File: src/rtl/iso14443_2a_pkg.sv
// Shared timing constants, state encoding and Manchester helper for the
// ISO/IEC 14443-2 Type A 106 kbit/s load-modulation path.
package iso14443_2a_pkg;

  localparam int BIT_PERIOD_106K  = 128;
  localparam int HALF_PERIOD_106K = 64;

  typedef enum logic [1:0] {
    IDLE = 2'd0,
    SOF  = 2'd1,
    DATA = 2'd2,
    EOF  = 2'd3
  } tx_state_e;

  // Subcarrier enable for one Manchester half: a '1' modulates the first half.
  function automatic logic manchester_level(input logic bit_val, input logic second_half);
    return bit_val ^ second_half;
  endfunction

endpackage

File: src/rtl/bit_timer.sv
// Free-running bit-period counter with synchronous clear, wrap at the bit end,
// and strobes on the last cycle of the first half and of the whole bit.
module bit_timer #(
  parameter int PERIOD = 128,
  parameter int HALF   = PERIOD / 2
) (
  input  logic clk,
  input  logic rst,
  input  logic clr_i,
  output logic half_o,
  output logic end_o
);

  localparam int W = (PERIOD > 1) ? $clog2(PERIOD) : 1;
  localparam logic [W-1:0] HALF_LAST = W'(HALF - 1);
  localparam logic [W-1:0] END_LAST  = W'(PERIOD - 1);

  logic [W-1:0] cnt_q;
  logic [W-1:0] cnt_d;

  always_comb begin
    cnt_d = cnt_q + 1'b1;
    if (clr_i || end_o) begin
      cnt_d = '0;
    end
  end

  always_ff @(posedge clk) begin
    if (rst) begin
      cnt_q <= '0;
    end else begin
      cnt_q <= cnt_d;
    end
  end

  assign half_o = (cnt_q == HALF_LAST);
  assign end_o  = (cnt_q == END_LAST);

endmodule

File: src/rtl/manchester_tx_sequencer.sv
// Frames a serial bit stream as SOF + Manchester data + EOF and drives the
// subcarrier generator enable for Type A PICC load modulation.
module manchester_tx_sequencer
  import iso14443_2a_pkg::*;
#(
  parameter int BIT_PERIOD  = BIT_PERIOD_106K,
  parameter int HALF_PERIOD = BIT_PERIOD / 2
) (
  input  logic clk,
  input  logic rst,
  input  logic in_valid,
  input  logic in_data,
  input  logic in_last,
  output logic in_ready,
  output logic sc_en,
  output logic busy,
  output logic done,
  output logic underrun
);

  tx_state_e state_q, state_d;
  logic      cur_bit_q, cur_bit_d;
  logic      last_flag_q, last_flag_d;
  logic      sc_en_q, sc_en_d;
  logic      busy_q, busy_d;
  logic      done_q, done_d;
  logic      underrun_q, underrun_d;

  logic      take_bit;
  logic      abort;
  logic      half_stb;
  logic      bit_end;
  logic      timer_clr;

  // Held clear in IDLE so SOF always starts at count 0; other entries happen on the wrap.
  assign timer_clr = (state_q == IDLE);

  bit_timer #(
    .PERIOD (BIT_PERIOD),
    .HALF   (HALF_PERIOD)
  ) u_bit_timer (
    .clk    (clk),
    .rst    (rst),
    .clr_i  (timer_clr),
    .half_o (half_stb),
    .end_o  (bit_end)
  );

  always_ff @(posedge clk) begin
    if (rst) begin
      state_q     <= IDLE;
      cur_bit_q   <= 1'b0;
      last_flag_q <= 1'b0;
      sc_en_q     <= 1'b0;
      busy_q      <= 1'b0;
      done_q      <= 1'b0;
      underrun_q  <= 1'b0;
    end else begin
      state_q     <= state_d;
      cur_bit_q   <= cur_bit_d;
      last_flag_q <= last_flag_d;
      sc_en_q     <= sc_en_d;
      busy_q      <= busy_d;
      done_q      <= done_d;
      underrun_q  <= underrun_d;
    end
  end

  always_comb begin
    state_d     = state_q;
    cur_bit_d   = cur_bit_q;
    last_flag_d = last_flag_q;
    take_bit    = 1'b0;
    abort       = 1'b0;
    case (state_q)
      IDLE: begin
        // SOF is coded as a '1'; the pending data bit waits for the SOF bit end.
        if (in_valid) begin
          state_d     = SOF;
          cur_bit_d   = 1'b1;
          last_flag_d = 1'b0;
        end
      end
      SOF, DATA: begin
        if (bit_end) begin
          if (last_flag_q) begin
            state_d = EOF;
          end else if (in_valid) begin
            take_bit    = 1'b1;
            state_d     = DATA;
            cur_bit_d   = in_data;
            last_flag_d = in_last;
          end else begin
            abort   = 1'b1;
            state_d = EOF;
          end
        end
      end
      EOF: begin
        if (bit_end) begin
          state_d = IDLE;
        end
      end
      default: state_d = IDLE;
    endcase
  end

  always_comb begin
    in_ready   = take_bit & ~rst;
    busy_d     = (state_d != IDLE);
    done_d     = (state_q == EOF) && bit_end;
    underrun_d = abort;
    sc_en_d    = sc_en_q;
    // Registered from next state so the level only moves on bit and half-bit boundaries.
    if (state_d == IDLE || state_d == EOF) begin
      sc_en_d = 1'b0;
    end else if (state_q == IDLE || bit_end) begin
      sc_en_d = manchester_level(cur_bit_d, 1'b0);
    end else if (half_stb) begin
      sc_en_d = manchester_level(cur_bit_q, 1'b1);
    end
  end

  assign sc_en    = sc_en_q;
  assign busy     = busy_q;
  assign done     = done_q;
  assign underrun = underrun_q;

endmodule

File: config.mk
export PLATFORM = sky130hd
export DESIGN_NAME = manchester_tx_sequencer
export DESIGN_NICKNAME = d
export VERILOG_FILES = /design/src/rtl/iso14443_2a_pkg.sv /design/src/rtl/bit_timer.sv /design/src/rtl/manchester_tx_sequencer.sv
export SDC_FILE = /design/constraint.sdc
export NUM_CORES = 1
export LEC_CHECK = 0
export CAP_MARGIN = 0
export CORE_ASPECT_RATIO = 0.7
export CORE_MARGIN = 3
export CORE_UTILIZATION = 35
export DETAILED_ROUTE_END_ITERATION = 8
export SLEW_MARGIN = 20
export SYNTH_ARGS = -nofsm -noshare
export SYNTH_HDL_FRONTEND = slang
export SYNTH_SLANG_ARGS = --single-unit
File: constraint.sdc
create_clock -name clk -period 2.2 [get_ports clk]
set_input_delay 0.55 -clock clk [delete_from_list [all_inputs] [get_ports clk]]
set_output_delay 0.55 -clock clk [all_outputs]
set_load 0.05 [all_outputs]
==> metrics <==
Post-synth ARST share=0%; Distinct cells, synth=30; Port Buf Inserts=9; CP Launch Point=state_q[1]$_SDFF_PP0_; Inserted Clock Buffers=3; pin count of the biggest net entering global routing=11; DP Area=865 sq um; final-stage net count=111; Tcrit/Tclk final=101%; ys flop type=dfxtp_1; worst hold path depth=1; R2R cell count=7; share of cells above drive strength 1=21.8%; number of vias per cell=5.31; worst vdd ir=around 0.39 mV; CP max stage delay=0.34 ns; die height=43.8 um; Synth warnings=0; max-slew violations=0; Worst-Margin Slew=a little under 0.5 ns; cell taking the most area after synthesis=dfxtp_1; crit path DAT=1.67 ns; Yosys reg bits=15; Clk Latency, worst-skew pair=0.29 ns; Mean Syn Cell Area=8.52 sq um; Placeable Area=1900 sq um; Die W=60.0 um; FF-to-FF Start=u_bit_timer.cnt_q[0]$_SDFF_PP0_; hpwl dp=1180 um; post-synthesis sequential area ratio=42.0%; die area=2630 sq um; RSZ-0062 raised after global routing=yes; GRT overflow=0; P_leak=approximately 0.00035 uW; Num Clock Sinks=15; number of synthesized flops with an enable pin=0; CTS tree=yes; Buffers & Inverters on Critical Path=2; number of global-route vias before repair=592; delay-heaviest family, CP=simple AND/OR/NAND/NOR gates; setup_tns=-0.0238 ns; crit path max-delay cell type=dfxtp_2; H-tree depth reported by CTS=1; global-route usage over all layers=13.5%; Period minus WS final=2.22 ns; I/O pin count=10; WP data required=approximately 1.7 ns; starting density of the core=37.6%; R2R Path End=sc_en$_SDFFE_PP0P_; Post-Syn Nets=93; Max Buffers Root-to-Sink=2; # setup viols final=1; CP Depth=6; Yosys top cell area share=42.0%; routed vias=653; Critical Path End=in_ready; crit path launch type=flip-flop; # DRC=0; Cell Area, Synth=approximately 700 sq um; Pwr Density=579 nW/um^2; Setup Skew=0.00499 ns; crit-path cells=inv_2 -> ha_4 -> nand4_1 -> or2_4 -> nor3_4 -> buf_12; first-pass GRT wire length=2610 um; CP Class=reg -> out; Area Growth Syn to Fin=31.3%; Max Cap Violations=0; DRT antenna net count=0; clock root cell=clkbuf_4; R2R Setup Slk=approximately 0.24 ns; failing checks=setup timing; crit-path max FO=3; run status=complete, but fails checks; FMAX=450 MHz; relative slew slack=66.8%; TritonRoute pass-1 iters=4; slack of the critical path=-0.0238 ns; initial antenna violation count=0; n_diodes=0; Final Cell Area=940 sq um; final wirelength=1590 um; largest cells by area after synthesis=dfxtp_1, nor2_1, ha_1, xnor2_1, nand2_1; WL per Instance=12.9 um; DRT iter0 DRCs=46; Hold Fails Final Rpt=0; Setup crit end kind=primary output; routability congestion estimate=0.898; row cnt=13; Worst Hold Class=reg -> reg; clock transition at the registers of the reported paths=roughly 0.10 ns; Cells after Synth=84
cells by family after synthesis:
logic type	count (synthesis)	synth area share, %
simple gates	40	26.6
flops	15	42.0
compound gates	14	14.7
buf+inv	7	4.89
xor+xnor	4	4.90
fa+ha+maj	4	6.99
registers in the layout (all words and copies together) (netlist names):
name and flops:
last_flag_q 1, cur_bit_q 1, done 1, underrun 1
sc_en 1, busy 1, state_q 2, u_bit_timer.cnt_q 7
power by group:
group | internal, uW | total, uW | leakage, uW | switching (uW)
Combinational | 43.5 | 95.1 | 0.000209 | 51.5
Sequential | 281 | 287 | 0.000123 | 6.40
Clock | 67.6 | 162 | 0.0000177 | 94.1
Total | 392 | 544 | 0.000349 | 152
per-stage QoR:
stage | utilization [%] | hold slack, ns | power, uW | cells | worst slack [ns]
6_report | 49.4 | 0.457 | 544 | 123 | -0.0238
2_1_floorplan | - | 0.416 | 349 | 84 | 0.0877
3_3_place_gp | 45.4 | 0.427 | 378 | 116 | -0.0538
5_1_grt | 49.4 | 0.475 | 566 | 123 | -0.0875
4_1_cts | 49.1 | 0.457 | 547 | 123 | -0.0126
3_5_place_dp | 45.4 | 0.439 | 378 | 116 | -0.103
cell usage after synthesis (all sizes together) (2+ instances only):
cell type and instances:
nand3 4, buf 2, nor3 4, xnor2 3
nor2 16, ha 4, inv 4, nand2 6
dfxtp 15, a21oi 3, and3 3, o21ai 3
what timing repair did:
item	in CTS	in global routing
buffers inserted	3	0
endpoints found under the setup margin	1	2
cloned	0	0
hold buffers	0	0
gates resized for setup	8	2
pin swaps	1	0
per-layer routing:
metal / share of wire, % / up-vias / track usage (%)
li1: - / 327 / -
met1: 51 / 307 / 18.9
met2: 43 / 19 / 19.2
met3: 6.2 / 0 / 4.76
met4: 0 / 0 / 3.98
met5: 0 / - / 0
cell type report:
| cell class | count | area (sq um) |
|---|---|---|
| multi-input cells | 62 | 415 |
| well taps | 22 | 27.5 |
| repair buffers | 16 | 151 |
| clock inverters | 1 | 5.00 |
| flip-flops and latches | 15 | 303 |
| inverters | 4 | 15.0 |
| fillers | 198 | 963 |
| clock buffers | 3 | 22.5 |
worst min-delay path by stage:
stage          slack (ns)                         endpoint                            start
3_3_place_gp         0.43  u_bit_timer.cnt_q[0]$_SDFF_PP0_  u_bit_timer.cnt_q[0]$_SDFF_PP0_
3_5_place_dp         0.44              underrun$_SDFF_PP0_         last_flag_q$_SDFFE_PP0P_
2_1_floorplan        0.42              underrun$_SDFF_PP0_         last_flag_q$_SDFFE_PP0P_
4_1_cts              0.46              underrun$_SDFF_PP0_         last_flag_q$_SDFFE_PP0P_
5_1_grt              0.48              underrun$_SDFF_PP0_         last_flag_q$_SDFFE_PP0P_
6_report             0.46              underrun$_SDFF_PP0_         last_flag_q$_SDFFE_PP0P_
cells in the final DEF (no fill, tap or decap), drive strengths merged:
cell	netlist	routed
o32a	1	1
nand4	1	1
xor2	1	1
clkdlybuf4s50	0	7
ha	4	4
nor4bb	1	1
nand2	6	6
buf	2	8
or3	1	1
a2111oi	1	1
or2b	1	1
inv	4	4
a22o	1	1
o311ai	1	1
o221ai	1	1
a31oi	1	1
nor3	4	4
nor4	1	1
and3	3	3
or2	1	1
xnor2	3	3
o21ai	3	3
clkbuf	1	3
o311a	1	1
o21bai	1	1
dfxtp	15	15
nand3	4	4
nor2	16	16
clkinv	0	1
a21oi	3	3
nand2b	1	1
dlygate4sd2	0	1
Power figures use the tool's default switching activity.
